## src/rtl/mem_access_pkg.sv

```systemverilog
// Shared types and helpers for the data-memory access unit.
package mem_access_pkg;

    typedef enum logic [1:0] {
        IDLE  = 2'b00,
        READ  = 2'b01,
        WRITE = 2'b10,
        RESP  = 2'b11
    } state_t;

    localparam logic [1:0] SZ_BYTE = 2'b00;
    localparam logic [1:0] SZ_HALF = 2'b01;
    localparam logic [1:0] SZ_WORD = 2'b10;

    // True when the request can never reach memory: illegal size or a lane crossing a word.
    function automatic logic req_misaligned(input logic [1:0] size, input logic [1:0] addr_lo);
        case (size)
            SZ_BYTE: req_misaligned = 1'b0;
            SZ_HALF: req_misaligned = addr_lo[0];
            SZ_WORD: req_misaligned = (addr_lo != 2'b00);
            default: req_misaligned = 1'b1;
        endcase
    endfunction

endpackage

```

## src/rtl/mem_access_unit_if.sv

```systemverilog
// Pipeline-side request/response bundle of the MEM-stage memory access unit.
interface mem_access_unit_if #(
    parameter int AW = 7
);
    logic          req_valid;
    logic          req_ready;
    logic          req_write;
    logic [1:0]    req_size;
    logic          req_signed;
    logic [AW-1:0] req_addr;
    logic [31:0]   req_wdata;
    logic          rsp_valid;
    logic          rsp_error;
    logic [31:0]   rsp_rdata;
    logic          busy;

    modport master (
        output req_valid, req_write, req_size, req_signed, req_addr, req_wdata,
        input  req_ready, rsp_valid, rsp_error, rsp_rdata, busy
    );

    modport slave (
        input  req_valid, req_write, req_size, req_signed, req_addr, req_wdata,
        output req_ready, rsp_valid, rsp_error, rsp_rdata, busy
    );
endinterface

```

## src/rtl/mem_lane_align.sv

```systemverilog
// Little-endian lane steering: store merge into an old word and load extraction/extension.
module mem_lane_align
    import mem_access_pkg::*;
(
    input  logic [1:0]  size,
    input  logic [1:0]  addr_lo,
    input  logic        is_signed,
    input  logic [31:0] old_word,
    input  logic [31:0] store_data,
    output logic [31:0] merged,
    output logic [31:0] load_val
);

    logic [4:0]  byte_sh;
    logic [4:0]  half_sh;
    logic [7:0]  lane8;
    logic [15:0] lane16;

    assign byte_sh = {addr_lo, 3'b000};
    assign half_sh = {addr_lo[1], 4'b0000};
    assign lane8   = old_word[byte_sh +: 8];
    assign lane16  = old_word[half_sh +: 16];

    always_comb begin
        merged   = store_data;
        load_val = old_word;
        case (size)
            SZ_BYTE: begin
                merged                = old_word;
                merged[byte_sh +: 8]  = store_data[7:0];
                load_val              = {{24{is_signed & lane8[7]}}, lane8};
            end
            SZ_HALF: begin
                merged                = old_word;
                merged[half_sh +: 16] = store_data[15:0];
                load_val              = {{16{is_signed & lane16[15]}}, lane16};
            end
            default: ;
        endcase
    end

endmodule

```

## src/rtl/mem_access_unit.sv

```systemverilog
// MEM-stage initiator: sequences byte/half/word loads and stores onto a word-addressed
// single-port memory, with read-modify-write for sub-word stores.
module mem_access_unit
    import mem_access_pkg::*;
#(
    parameter int WIDTH    = 32,
    parameter int WORD_LEN = 32,
    parameter int AW       = $clog2(WIDTH) + 2
) (
    input  logic                clk,
    input  logic                rst,
    mem_access_unit_if.slave    bus,
    output logic                mem_write,
    output logic [AW-3:0]       mem_addr,
    output logic [WORD_LEN-1:0] mem_wdata,
    input  logic [WORD_LEN-1:0] mem_rdata
);

    state_t        state_q, state_d;
    logic          write_q, write_d;
    logic          signed_q, signed_d;
    logic [1:0]    size_q, size_d;
    logic [AW-1:0] addr_q, addr_d;
    logic [31:0]   wdata_q, wdata_d;
    logic [31:0]   rdata_q, rdata_d;
    logic          error_q, error_d;
    logic [31:0]   mem_wdata_q, mem_wdata_d;

    logic [31:0]   merged;
    logic [31:0]   load_val;

    mem_lane_align u_align (
        .size       (size_q),
        .addr_lo    (addr_q[1:0]),
        .is_signed  (signed_q),
        .old_word   (mem_rdata),
        .store_data (wdata_q),
        .merged     (merged),
        .load_val   (load_val)
    );

    always_comb begin
        state_d     = state_q;
        write_d     = write_q;
        signed_d    = signed_q;
        size_d      = size_q;
        addr_d      = addr_q;
        wdata_d     = wdata_q;
        rdata_d     = rdata_q;
        error_d     = error_q;
        mem_wdata_d = mem_wdata_q;
        case (state_q)
            IDLE: begin
                if (bus.req_valid) begin
                    write_d  = bus.req_write;
                    signed_d = bus.req_signed;
                    size_d   = bus.req_size;
                    addr_d   = bus.req_addr;
                    wdata_d  = bus.req_wdata;
                    if (req_misaligned(bus.req_size, bus.req_addr[1:0])) begin
                        error_d = 1'b1;
                        rdata_d = '0;
                        state_d = RESP;
                    end else if (bus.req_write && (bus.req_size == SZ_WORD)) begin
                        // Full-word stores skip the read and write the data untouched.
                        mem_wdata_d = bus.req_wdata;
                        state_d     = WRITE;
                    end else begin
                        state_d = READ;
                    end
                end
            end
            READ: begin
                if (write_q) begin
                    mem_wdata_d = merged;
                    state_d     = WRITE;
                end else begin
                    rdata_d = load_val;
                    error_d = 1'b0;
                    state_d = RESP;
                end
            end
            WRITE: begin
                rdata_d = '0;
                error_d = 1'b0;
                state_d = RESP;
            end
            RESP:    state_d = IDLE;
            default: state_d = IDLE;
        endcase
    end

    always_ff @(posedge clk or posedge rst) begin
        if (rst) begin
            state_q     <= IDLE;
            write_q     <= 1'b0;
            signed_q    <= 1'b0;
            size_q      <= SZ_BYTE;
            addr_q      <= '0;
            wdata_q     <= '0;
            rdata_q     <= '0;
            error_q     <= 1'b0;
            mem_wdata_q <= '0;
        end else begin
            state_q     <= state_d;
            write_q     <= write_d;
            signed_q    <= signed_d;
            size_q      <= size_d;
            addr_q      <= addr_d;
            wdata_q     <= wdata_d;
            rdata_q     <= rdata_d;
            error_q     <= error_d;
            mem_wdata_q <= mem_wdata_d;
        end
    end

    // Write enable comes straight from the state so an async reset drops it at once.
    assign mem_write     = (state_q == WRITE);
    assign mem_addr      = addr_q[AW-1:2];
    assign mem_wdata     = mem_wdata_q;
    assign bus.req_ready = (state_q == IDLE);
    assign bus.busy      = (state_q != IDLE);
    assign bus.rsp_valid = (state_q == RESP);
    assign bus.rsp_error = error_q;
    assign bus.rsp_rdata = rdata_q;

endmodule

```

## src/flat_wrapper.sv

```systemverilog
// flat-port wrapper written by rule: the top's interface ports become plain ports
module mem_access_unit_flat import mem_access_pkg::*;
#(
    parameter int WIDTH    = 32,
    parameter int WORD_LEN = 32,
    parameter int AW       = $clog2(WIDTH) + 2
)
  (clk, rst, mem_write, mem_addr, mem_wdata, mem_rdata, bus_req_valid, bus_req_write, bus_req_size, bus_req_signed, bus_req_addr, bus_req_wdata, bus_req_ready, bus_rsp_valid, bus_rsp_error, bus_rsp_rdata, bus_busy);
  mem_access_unit_if #(.AW(AW)) bus_i ();
  input  logic clk;
  input  logic rst;
  output logic mem_write;
  output logic [AW-3:0] mem_addr;
  output logic [WORD_LEN-1:0] mem_wdata;
  input  logic [WORD_LEN-1:0] mem_rdata;
  input wire logic [$bits(bus_i.req_valid)-1:0] bus_req_valid;
  input wire logic [$bits(bus_i.req_write)-1:0] bus_req_write;
  input wire logic [$bits(bus_i.req_size)-1:0] bus_req_size;
  input wire logic [$bits(bus_i.req_signed)-1:0] bus_req_signed;
  input wire logic [$bits(bus_i.req_addr)-1:0] bus_req_addr;
  input wire logic [$bits(bus_i.req_wdata)-1:0] bus_req_wdata;
  output wire logic [$bits(bus_i.req_ready)-1:0] bus_req_ready;
  output wire logic [$bits(bus_i.rsp_valid)-1:0] bus_rsp_valid;
  output wire logic [$bits(bus_i.rsp_error)-1:0] bus_rsp_error;
  output wire logic [$bits(bus_i.rsp_rdata)-1:0] bus_rsp_rdata;
  output wire logic [$bits(bus_i.busy)-1:0] bus_busy;
  assign bus_i.req_valid = bus_req_valid;
  assign bus_i.req_write = bus_req_write;
  assign bus_i.req_size = bus_req_size;
  assign bus_i.req_signed = bus_req_signed;
  assign bus_i.req_addr = bus_req_addr;
  assign bus_i.req_wdata = bus_req_wdata;
  assign bus_req_ready = bus_i.req_ready;
  assign bus_rsp_valid = bus_i.rsp_valid;
  assign bus_rsp_error = bus_i.rsp_error;
  assign bus_rsp_rdata = bus_i.rsp_rdata;
  assign bus_busy = bus_i.busy;
  mem_access_unit #(.WIDTH(WIDTH), .WORD_LEN(WORD_LEN), .AW(AW)) u_core (.clk(clk), .rst(rst), .bus(bus_i), .mem_write(mem_write), .mem_addr(mem_addr), .mem_wdata(mem_wdata), .mem_rdata(mem_rdata));
endmodule
```

## config.mk

```make
export PLATFORM = sky130hd
export DESIGN_NAME = mem_access_unit_flat
export DESIGN_NICKNAME = d
export VERILOG_FILES = /design/src/rtl/mem_access_pkg.sv /design/src/rtl/mem_access_unit_if.sv /design/src/rtl/mem_lane_align.sv /design/src/rtl/mem_access_unit.sv /design/src/flat_wrapper.sv
export SDC_FILE = /design/constraint.sdc
export NUM_CORES = 1
export LEC_CHECK = 0
export BUFFER_PORTS_ARGS = -buffer_cell sky130_fd_sc_hd__buf_4
export CELL_PAD_IN_SITES_DETAIL_PLACEMENT = 0
export CELL_PAD_IN_SITES_GLOBAL_PLACEMENT = 1
export CORE_ASPECT_RATIO = 0.9
export CORE_MARGIN = 2
export CORE_UTILIZATION = 26
export DETAILED_ROUTE_END_ITERATION = 7
export PLACE_DENSITY_LB_ADDON = 0.1
export SLEW_MARGIN = 20
export SYNTH_ARGS = -nofsm -noshare
export SYNTH_HDL_FRONTEND = slang
export SYNTH_SLANG_ARGS = --single-unit
```

## constraint.sdc

```tcl
create_clock -name clk -period 3.5 [get_ports clk]
set_input_delay 0.35 -clock clk [delete_from_list [all_inputs] [get_ports clk]]
set_output_delay 0.35 -clock clk [all_outputs]
set_load 0.02 [all_outputs]
```

Word-level counts from Yosys, hierarchy flattened:

Index checks and enable logic that the tools add are counted.

* magnitude comparators: 0
* multipliers: 0
* div/mod/pow operators: 0
* reductions and logical operators: 11
* shift operators: 6
* muxes and demuxes: 25
* add/sub/neg operators: 2
* bitwise logic cells: 2
* equal/unequal tests: 12

Operators by type and width (count)
* two-way mux 32 bit: 7
* one-hot mux 32 bit (2 select lines): 3
* one-hot mux 32 bit (3 select lines): 1
* bitwise mux 32 bit: 2
* variable shift 16 x 7 -> 32 bit (first input constant): 1
* variable shift 8 x 7 -> 32 bit (first input constant): 1
* indexed part select 16 x 7 -> 32 bit: 1
* indexed part select 32 x 6 -> 16 bit: 1
* indexed part select 32 x 6 -> 8 bit: 1
* indexed part select 8 x 7 -> 32 bit: 1
* negator 5 -> 7 bit: 2
* one-hot mux 2 bit (4 select lines): 1
* == test 2 x 1 -> 1 bit (second input constant): 3
* == test 2 bit (second input constant): 3
* zero test 2 bit: 3
* two-way mux 1 bit: 6
* two-way mux 2 bit: 3
* != test 2 x 1 -> 1 bit (second input constant): 3
* != test 2 bit (second input constant): 3
* one-hot mux 1 bit (3 select lines): 2
* nonzero test 2 bit: 3
* AND reduction 5 bit: 1
* AND reduction 4 bit: 1
* nonzero test 3 bit: 1
* other kinds (3): 4

* memories: 0
* memory bits (read-only): 0
* bits in latches: 0
* bits in writable memories: 0
* flip-flop bits (word level): 110
* input bits: 78

Depth between registers and ports, before layout:

Gate-level depths: netlist of the first run.

* word-level depth: 7
* depth in mapped cells: 9

Hierarchy:

Synthesis of the first run repeated with hierarchy kept, for this count alone.

* cells, all modules: 604
* area total of the unflattened synthesis: 6283.5 um^2

By module, submodules not included
* mem_access_unit: area an instance 4609.4 um^2, sequential area each 2752.6 um^2, instances 1, cells an instance 346
* mem_lane_align: area an instance 1674.1 um^2, sequential area each 0.0 um^2, instances 1, cells an instance 258

Worst setup path after synthesis of the first run:

OpenSTA, ideal clock, no wires.

* path type: register to register
* start: register u_core.addr_q[1]
* end: register u_core.mem_wdata_q[10], in the netlist u_core.mem_wdata[10]
* stages on the path, launching flop included: 9
* arrival time: 2.119 ns
* setup time: 0.122 ns
* period minus slack after synthesis: 2.240 ns
* slack: 1.260 ns
* path buffers: 3
* cell sequence: dfrtp_1 -> buf_6 -> buf_4 -> clkinv_1 -> ha_1 -> and3_1 -> buf_2 -> a221o_1 -> a32o_1

* word-level cells in the longest chain between the ends: 6

RTL lines
* start: declaration: RTL line mem_access_unit.sv:23 `logic [AW-1:0] addr_q, addr_d;`
* start signal: assignment: RTL line mem_access_unit.sv:109 `addr_q <= addr_d;`
* negator 5 -> 7 bit, on equally long branches: RTL line mem_lane_align.sv:35, mem_lane_align.sv:30
* indexed part select 16 x 7 -> 32 bit (tied with other cells): RTL line mem_lane_align.sv:35 `merged[half_sh +: 16] = store_data[15:0];`
* bitwise mux 32 bit, on equally long branches: RTL line mem_lane_align.sv:35, mem_lane_align.sv:30
* one-hot mux 32 bit (2 select lines) *: RTL line mem_lane_align.sv:27 `case (size)`
* two-way mux 32 bit *: RTL line mem_access_unit.sv:74 `if (write_q) begin`
* one-hot mux 32 bit (2 select lines) *: RTL line mem_access_unit.sv:52 `case (state_q)`
* end signal: assignment: RTL line mem_access_unit.sv:113 `mem_wdata_q <= mem_wdata_d;`
* end: declaration: RTL line mem_access_unit.sv:27 `logic [31:0] mem_wdata_q, mem_wdata_d;`

Mark *: on every way between the ends. The rest lies on a longest branch, timed or not. The select of a mux whose other input is x is not followed.
A chain may end at the register's enable or synchronous reset.

Final worst setup path of the first run:

* start: register u_core.addr_q[0]
* end: register u_core.mem_wdata_q[31], in the netlist u_core.mem_wdata[31]

* word-level cells in the longest chain between the ends: 6

RTL lines
* negator 5 -> 7 bit *: RTL line mem_lane_align.sv:30 `merged[byte_sh +: 8] = store_data[7:0];`
* indexed part select 8 x 7 -> 32 bit / variable shift 8 x 7 -> 32 bit (equally long branches): RTL line mem_lane_align.sv:30
* bitwise mux 32 bit *: RTL line mem_lane_align.sv:30
* one-hot mux 32 bit (2 select lines) *: RTL line mem_lane_align.sv:27
* two-way mux 32 bit *: RTL line mem_access_unit.sv:74
* one-hot mux 32 bit (2 select lines) *: RTL line mem_access_unit.sv:52

Marked as above.

==> flow_results.xml, run 1 <==
<?xml version="1.0" encoding="UTF-8"?>
<metrics>
  <group name="pwr">
    <metric name="power_density" unit="nW/µm²">1105</metric>
    <metric name="power" unit="W">0.008714</metric>
    <metric name="vdd_drop_max" unit="mV">0.6351</metric>
    <metric name="p_leak" unit="nW">3.522</metric>
  </group>
  <group name="critical_path">
    <metric name="critical_path.cell_chain" unit="">inv_2 -&gt; ha_1 -&gt; nor4b_2 -&gt; nand3_1 -&gt; o2111ai_1 -&gt; a32o_1</metric>
    <metric name="worst-r2r-cell-count" unit="">6</metric>
    <metric name="critical_path_class" unit="">flip-flop to flip-flop</metric>
    <metric name="critical_path_required" unit="ns">3.80</metric>
    <metric name="timing.critical_path.fanout_max" unit="">16</metric>
    <metric name="r2r_start" unit="">u_core.addr_q[0]</metric>
    <metric name="cp-end-kind" unit="">flip-flop</metric>
    <metric name="rrSetupSlack" unit="ns">1.00</metric>
    <metric name="worstSetupEndpoint" unit="">u_core.mem_wdata[31]</metric>
    <metric name="crit_path_max_incr_delay" unit="ns">0.73</metric>
    <metric name="timing.critical_path.arrival" unit="ns">2.80</metric>
    <metric name="crit_path_top_delay_cell" unit="">sky130_fd_sc_hd__dfrtp_1</metric>
    <metric name="timing.rr.end" unit="">u_core.mem_wdata[31]</metric>
    <metric name="start_kind" unit="">flip-flop</metric>
    <metric name="startpoint" unit="">u_core.addr_q[0]</metric>
  </group>
  <group name="clocking">
    <metric name="cts_buffers" unit="">9</metric>
    <metric name="cts_tree" unit="">done</metric>
    <metric name="path_clk_slew" unit="ns">0.08</metric>
    <metric name="cts_num_sinks" unit="">110</metric>
    <metric name="max-clock-path-buffers" unit="">2</metric>
    <metric name="post-cts-setup-buffers" unit="">0</metric>
    <metric name="worst_skew_pair.late_latency" unit="ns">0.36</metric>
    <metric name="cts_hold_fix_bufs" unit="">0</metric>
    <metric name="cts_resized" unit="">0</metric>
    <metric name="clk_root_buffer_cell" unit="">sky130_fd_sc_hd__clkbuf_16</metric>
    <metric name="cts.htree.levels" unit="">3</metric>
  </group>
  <group name="logic_synthesis">
    <metric name="synth_edf_count" unit="">0</metric>
    <metric name="synth_cells" unit="">572</metric>
    <metric name="synth.largest_area_cell" unit="">sky130_fd_sc_hd__dfrtp_1</metric>
    <metric name="ys_top_cells_by_area" unit="">sky130_fd_sc_hd__dfrtp_1 44%, sky130_fd_sc_hd__a32o_1 7.7%, sky130_fd_sc_hd__mux2_2 7.2%, sky130_fd_sc_hd__a21o_1 3.9%, sky130_fd_sc_hd__a221o_1 3.7%</metric>
    <metric name="postSynth.topFlopCell" unit="">sky130_fd_sc_hd__dfrtp_1</metric>
    <metric name="yosys.area_share.xor_xnor" unit="%">0</metric>
    <metric name="synth-async-reset-ratio" unit="%">100.0</metric>
    <metric name="syn_avg_cell_area" unit="µm²">10.97</metric>
    <metric name="synthesized_area_fraction_occupied_by_ao_oa_aoi_and_oai_cells" unit="%">28.45</metric>
    <metric name="yosys_register_bits" unit="">110</metric>
    <metric name="synth.lib_cells_used.distinct" unit="">55</metric>
    <metric name="synthAdderAreaFrac" unit="%">1.795</metric>
    <metric name="most_frequently_used_cell_type_in_the_post_synthesis_netlist" unit="">sky130_fd_sc_hd__dfrtp_1</metric>
    <metric name="yosys-top-cells-count" unit="">110 x sky130_fd_sc_hd__dfrtp_1, 48 x sky130_fd_sc_hd__a32o_1, 48 x sky130_fd_sc_hd__nand2_1</metric>
    <metric name="ys_warn_count" unit="">0</metric>
    <metric name="yosysTopAreaCellShare" unit="%">43.87</metric>
    <metric name="synth_simple_gate_area_share" unit="%">11.67</metric>
    <metric name="muxShareOfSynthArea" unit="%">7.856</metric>
    <metric name="synth_fp_nets" unit="">659</metric>
    <metric name="synth_cell_area" unit="µm²">6275</metric>
    <metric name="synth-seq-area-share" unit="%">43.87</metric>
    <metric name="synth_top_family_by_area" unit="">compound AO/OA/AOI/OAI gates</metric>
  </group>
  <group name="sta">
    <metric name="finalSetupViolCount" unit="">0</metric>
    <metric name="timing.slew.headroom" unit="%">35.11</metric>
    <metric name="finalWorstPathRequiredPeriod" unit="ns">2.500</metric>
    <metric name="setup_ws" unit="ns">1.000</metric>
    <metric name="setup_skew_after_layout" unit="ns">0.009042</metric>
    <metric name="worst_slew_pin_slew" unit="ns">0.9677</metric>
    <metric name="report.final.slew_viol_count" unit="">0</metric>
    <metric name="tns" unit="ns">0</metric>
    <metric name="worst_hold_slack" unit="ns">0.1441</metric>
    <metric name="rsz_0062_raised_after_global_routing" unit="">false</metric>
    <metric name="fmax" unit="GHz">0.4000</metric>
    <metric name="report.final.hold_viol_count" unit="">0</metric>
    <metric name="post-route-period-util" unit="%">71.42</metric>
  </group>
  <group name="layout">
    <metric name="final_nets" unit="">774</metric>
    <metric name="post-route-util" unit="%">33.48</metric>
    <metric name="area_growth" unit="%">25.62</metric>
    <metric name="antenna-diode-count" unit="">0</metric>
    <metric name="drive_gt1_share" unit="%">35.69</metric>
    <metric name="final.fill_count" unit="">2395</metric>
  </group>
  <group name="routing">
    <metric name="drt_wl_total" unit="mm">24.54</metric>
    <metric name="detailed_route_via_count" unit="">5520</metric>
    <metric name="firstDrtPassIters" unit="">6</metric>
    <metric name="route.detailed.vias_per_inst" unit="">5.553</metric>
    <metric name="route.detailed.drc" unit="">0</metric>
    <metric name="route.detailed.wl_per_inst" unit="µm">24.69</metric>
    <metric name="detailedRoute.firstIterationViolations" unit="">504</metric>
    <metric name="final_antenna_net_count" unit="">0</metric>
  </group>
  <group name="global_route">
    <metric name="top_usage_layer" unit="">met2</metric>
    <metric name="vias_in_the_first_global_route" unit="">5684</metric>
    <metric name="initial_antenna_violation_count" unit="">0</metric>
    <metric name="globalRouteMet1Util" unit="%">27.40</metric>
    <metric name="largest_net_degree_at_the_start_of_global_routing" unit="">66</metric>
    <metric name="global_route.usage.total" unit="%">19.35</metric>
    <metric name="global_route.usage.met2" unit="%">29.44</metric>
    <metric name="grt_first_pass_wirelength" unit="mm">36.47</metric>
    <metric name="grt_remaining_overflow" unit="">0</metric>
    <metric name="grtUsageMet3" unit="%">4.311</metric>
  </group>
  <group name="floorplan">
    <metric name="dieHeight" unit="µm">151.4</metric>
    <metric name="design.portCount" unit="">152</metric>
    <metric name="die_width" unit="µm">167.8</metric>
    <metric name="floorplan.rows" unit="">53</metric>
    <metric name="core_area" unit="µm²">23540</metric>
    <metric name="start_util" unit="%">26.65</metric>
    <metric name="fp.dieArea" unit="µm²">25390</metric>
  </group>
  <group name="min_path">
    <metric name="min_path_type" unit="">primary input to asynchronous set/reset pin</metric>
  </group>
  <group name="placement">
    <metric name="place.port_buffers" unit="">151</metric>
    <metric name="placement_stage_worst_setup_slack" unit="ns">1.068</metric>
    <metric name="dp.final_hpwl" unit="mm">17.58</metric>
    <metric name="finalWeightedCongestion" unit="">0.8238</metric>
  </group>
  <group name="outcome">
    <metric name="outcome" unit="">complete, no violations</metric>
  </group>
  <group name="run">
    <metric name="max_cap_viol_count" unit="">0</metric>
  </group>
</metrics>
-- final cells by class --
type / instances / area [µm²] / area share, %
Clock inverter: 5 / 66.31 / 0.8413
Sequential cell: 110 / 2754 / 34.94
Clock buffer: 11 / 242.7 / 3.079
Tap cell: 302 / 377.9 / 4.794
Inverter: 19 / 73.82 / 0.9365
Multi-Input combinational cell: 384 / 3132 / 39.73
Timing Repair Buffer: 163 / 1236 / 15.68
-- layout by cell type (no fill, tap or decap), drive strengths merged, types with 9 or more instances in the layout --
master	instances
inv	20
o221ai	9
clkbuf	11
mux2	40
a21o	33
ha	9
a221o	23
a32o	49
o2bb2ai	15
buf	163
dfrtp	110
o21ai	17
a31oi	9
and2	17
nand3	19
nand2	48
nand2b	18
-- critical path, delay by kind of cell (launching register included) --
kind            cells  cell delay (ns)
flops               1             0.73
simple gates        2             0.63
fa+ha+maj           1             0.29
buf+inv             1             0.25
compound gates      2             0.54
-- flip-flops by register name, indices dropped and copies added (netlist names) --
name,cells
u_core.addr_q,7
u_core.bus.rsp_error,1
u_core.bus.rsp_rdata,32
u_core.mem_wdata,32
u_core.signed_q,1
u_core.size_q,2
u_core.state_q,2
u_core.wdata_q,32
u_core.write_q,1
-- cells by family after synthesis --
| group | count (synthesis) |
|---|---|
| muxes | 43 |
| buffers and inverters | 78 |
| and+or+nand+nor | 134 |
| DFF | 110 |
| AOI/OAI and AO/OA | 198 |
| adders and majority gates | 9 |
-- through the flow --
| stage | area, µm² | instances |
|---|---|---|
| global placement | 7572 | 978 |
| global route | 7883 | 994 |
| floorplan | 6275 | 572 |
| finish | 7883 | 994 |
| CTS | 7883 | 994 |
| detailed placement | 7574 | 978 |
-- layer usage --
layer	up-vias	wire length (µm)
met4	0	456
met2	231	10910
met3	23	1561
li1	2448	-
met5	-	0
met1	2818	11620
-- power by group --
part	total, W	internal [W]	switching [W]
Combinational	0.00503	0.00213	0.00290
Clock	0.00112	0.000586	0.000536
Sequential	0.00256	0.00193	0.000634
Total	0.00871	0.00464	0.00407
-- worst min-delay path by stage --
stage	end	startpoint	cells after the start	slack [ns]
after global placement	u_core.bus.rsp_rdata[14]	u_core.bus.rsp_rdata[14]	1	0.48
after global routing	u_core.state_q[0]	rst	2	0.20
after floorplan	u_core.addr_q[0]	bus_req_addr[0]	2	0.47
after CTS	u_core.mem_wdata[4]	rst	2	0.18
final	u_core.state_q[0]	rst	2	0.14
after detailed placement	u_core.bus.rsp_rdata[2]	u_core.bus.rsp_rdata[2]	1	0.48
Power figures use the tool's default switching activity.
==> inputs of run 2 (changes only) <==
Clock period 3.5 ns to 2.5 ns, I/O delays scaled along.
==> flow_results.xml, run 2 (same netlist as run 1, synthesis figures left out) <==
<?xml version="1.0" encoding="UTF-8"?>
<metrics>
  <group name="clocking">
    <metric name="post-cts-setup-buffers" unit="">0</metric>
    <metric name="cts_tree" unit="">done</metric>
    <metric name="path_clk_slew" unit="ns">0.08</metric>
    <metric name="clk_root_buffer_cell" unit="">sky130_fd_sc_hd__clkbuf_16</metric>
    <metric name="max-clock-path-buffers" unit="">2</metric>
    <metric name="cts_buffers" unit="">9</metric>
    <metric name="cts.htree.levels" unit="">3</metric>
    <metric name="cts_resized" unit="">0</metric>
    <metric name="cts_hold_fix_bufs" unit="">1</metric>
    <metric name="cts_num_sinks" unit="">110</metric>
    <metric name="worst_skew_pair.late_latency" unit="ns">0.37</metric>
  </group>
  <group name="critical_path">
    <metric name="critical_path.cell_chain" unit="">inv_1 -&gt; ha_1 -&gt; and2_2 -&gt; buf_12 -&gt; o221ai_1 -&gt; a21boi_2 -&gt; buf_4 -&gt; a32o_1</metric>
    <metric name="critical_path_required" unit="ns">2.80</metric>
    <metric name="start_kind" unit="">flip-flop</metric>
    <metric name="timing.critical_path.arrival" unit="ns">2.55</metric>
    <metric name="crit_path_max_incr_delay" unit="ns">0.43</metric>
    <metric name="crit_path_top_delay_cell" unit="">sky130_fd_sc_hd__dfrtp_1</metric>
    <metric name="worst-path-buf-inv" unit="">3</metric>
    <metric name="critical_path_class" unit="">flip-flop to flip-flop</metric>
    <metric name="r2r_start" unit="">u_core.state_q[0]</metric>
    <metric name="startpoint" unit="">u_core.state_q[0]</metric>
    <metric name="timing.critical_path.fanout_max" unit="">56</metric>
    <metric name="top_cell_family_by_delay_on_the_critical_path" unit="">compound AO/OA/AOI/OAI gates</metric>
    <metric name="cp-end-kind" unit="">flip-flop</metric>
  </group>
  <group name="pwr">
    <metric name="sw_frac_of_total" unit="%">46.34</metric>
    <metric name="p_leak" unit="nW">3.556</metric>
    <metric name="cell_internal_pwr" unit="W">0.006523</metric>
    <metric name="power_density" unit="nW/µm²">1526</metric>
    <metric name="power.sequential.fraction" unit="%">28.6</metric>
    <metric name="clkPwrFrac" unit="%">11.9</metric>
    <metric name="vdd_drop_max" unit="mV">0.8301</metric>
    <metric name="power" unit="W">0.01216</metric>
    <metric name="switchingPower" unit="W">0.005633</metric>
    <metric name="power.share.combinational" unit="%">59.5</metric>
  </group>
  <group name="routing">
    <metric name="route.detailed.wl_per_inst" unit="µm">23.79</metric>
    <metric name="firstDrtPassIters" unit="">6</metric>
    <metric name="detailed_route_via_count" unit="">5459</metric>
    <metric name="final_antenna_net_count" unit="">0</metric>
    <metric name="route.detailed.vias_per_inst" unit="">5.454</metric>
    <metric name="route.detailed.drc" unit="">0</metric>
    <metric name="detailedRoute.firstIterationViolations" unit="">465</metric>
    <metric name="drt_wl_total" unit="mm">23.81</metric>
  </group>
  <group name="floorplan">
    <metric name="fp.dieArea" unit="µm²">25390</metric>
    <metric name="die_width" unit="µm">167.8</metric>
    <metric name="core_area" unit="µm²">23540</metric>
    <metric name="start_util" unit="%">26.65</metric>
    <metric name="dieHeight" unit="µm">151.4</metric>
    <metric name="design.portCount" unit="">152</metric>
    <metric name="floorplan.rows" unit="">53</metric>
  </group>
  <group name="sta">
    <metric name="fmax" unit="GHz">0.4448</metric>
    <metric name="post-route-period-util" unit="%">89.93</metric>
    <metric name="rsz_0062_raised_after_global_routing" unit="">false</metric>
    <metric name="report.final.hold_viol_count" unit="">0</metric>
    <metric name="setup_skew_after_layout" unit="ns">0.01141</metric>
    <metric name="timing.slew.headroom" unit="%">53.75</metric>
    <metric name="finalWorstPathRequiredPeriod" unit="ns">2.248</metric>
    <metric name="finalSetupViolCount" unit="">0</metric>
    <metric name="report.final.slew_viol_count" unit="">0</metric>
    <metric name="worst_slew_pin_slew" unit="ns">0.6925</metric>
    <metric name="tns" unit="ns">0</metric>
  </group>
  <group name="run">
    <metric name="max_cap_viol_count" unit="">0</metric>
  </group>
  <group name="placement">
    <metric name="finalWeightedCongestion" unit="">0.8230</metric>
    <metric name="dp.final_hpwl" unit="mm">17.29</metric>
    <metric name="place.port_buffers" unit="">151</metric>
  </group>
  <group name="global_route">
    <metric name="initial_antenna_violation_count" unit="">1</metric>
    <metric name="global_route.usage.total" unit="%">19.08</metric>
    <metric name="vias_in_the_first_global_route" unit="">5641</metric>
    <metric name="grt_remaining_overflow" unit="">0</metric>
    <metric name="grt_first_pass_wirelength" unit="mm">36.13</metric>
    <metric name="largest_net_degree_at_the_start_of_global_routing" unit="">67</metric>
  </group>
  <group name="layout">
    <metric name="layout_common_cells" unit="">164 x sky130_fd_sc_hd__buf_4, 109 x sky130_fd_sc_hd__dfrtp_1, 48 x sky130_fd_sc_hd__nand2_1, 48 x sky130_fd_sc_hd__a32o_1, 40 x sky130_fd_sc_hd__mux2_2</metric>
    <metric name="final_nets" unit="">781</metric>
    <metric name="drive_gt1_share" unit="%">36.25</metric>
    <metric name="area_growth" unit="%">26.96</metric>
    <metric name="layout.cells.most_common" unit="">sky130_fd_sc_hd__buf_4</metric>
    <metric name="final.fill_count" unit="">2452</metric>
  </group>
  <group name="min_path">
    <metric name="hp-start" unit="">bus_req_wdata[5]</metric>
    <metric name="min_path_type" unit="">primary input to flip-flop</metric>
  </group>
  <group name="outcome">
    <metric name="outcome" unit="">complete, no violations</metric>
  </group>
</metrics>
==> run 2: final timing paths <==
check	slack (ns)	depth (start not counted)	to
worst min-delay path	0.10	3	u_core.wdata_q[5]
worst max-delay path	0.25	8	u_core.bus.rsp_rdata[18]
min in group asynchronous	0.45	3	u_core.bus.rsp_error
worst max register to register	0.25	8	u_core.bus.rsp_rdata[18]
max in group asynchronous	1.40	4	u_core.wdata_q[0]
worst min register to register	0.50	1	u_core.bus.rsp_rdata[6]
==> run 2: metal layers <==
layer,routed length (µm),GRT usage [%]
met1,11590,26.97
met4,291,3.957
met2,10580,29.90
met5,0,0
met3,1346,4.338
==> run 2: cell type report <==
type | count | area, µm² | share of cell area, %
Sequential cell | 110 | 2754 | 34.57
Tap cell | 302 | 377.9 | 4.743
Multi-Input combinational cell | 384 | 3134 | 39.34
Timing Repair Buffer | 170 | 1341 | 16.84
Clock buffer | 10 | 239.0 | 3.000
Clock inverter | 5 | 42.54 | 0.5340
Antenna cell | 1 | 2.502 | 0.03141
Inverter | 19 | 75.07 | 0.9424
==> run 2: power by group through the flow <==
| stage | clock network [W] | logic (W) | registers, W |
|---|---|---|---|
| 2_1_floorplan | 0 | 0.00441 | 0.00384 |
| 3_3_place_gp | 0 | 0.00716 | 0.00348 |
| 3_5_place_dp | 0 | 0.00725 | 0.00350 |
| 4_1_cts | 0.00149 | 0.00728 | 0.00347 |
| 5_1_grt | 0.00156 | 0.00785 | 0.00361 |
| 6_report | 0.00145 | 0.00724 | 0.00347 |
==> run 2: per-stage QoR <==
stage,cells,cell area (µm²),worst slack [ns],hold WS [ns],util [%]
2_1_floorplan,572,6279,0.2598,0.3668,-
3_3_place_gp,984,7669,0.3247,0.2973,32.58
3_5_place_dp,984,7669,0.1938,0.3089,32.58
4_1_cts,1000,7960,0.1585,0.1032,33.81
5_1_grt,1000,7964,0.08204,0.1070,33.83
6_report,1001,7966,0.2518,0.1048,33.84
==> run 2: worst min-delay path, stage by stage <==
cell and delay, ns:
sky130_fd_sc_hd__buf_4 0.08, sky130_fd_sc_hd__nand2_1 0.04, sky130_fd_sc_hd__o21ai_0 0.06
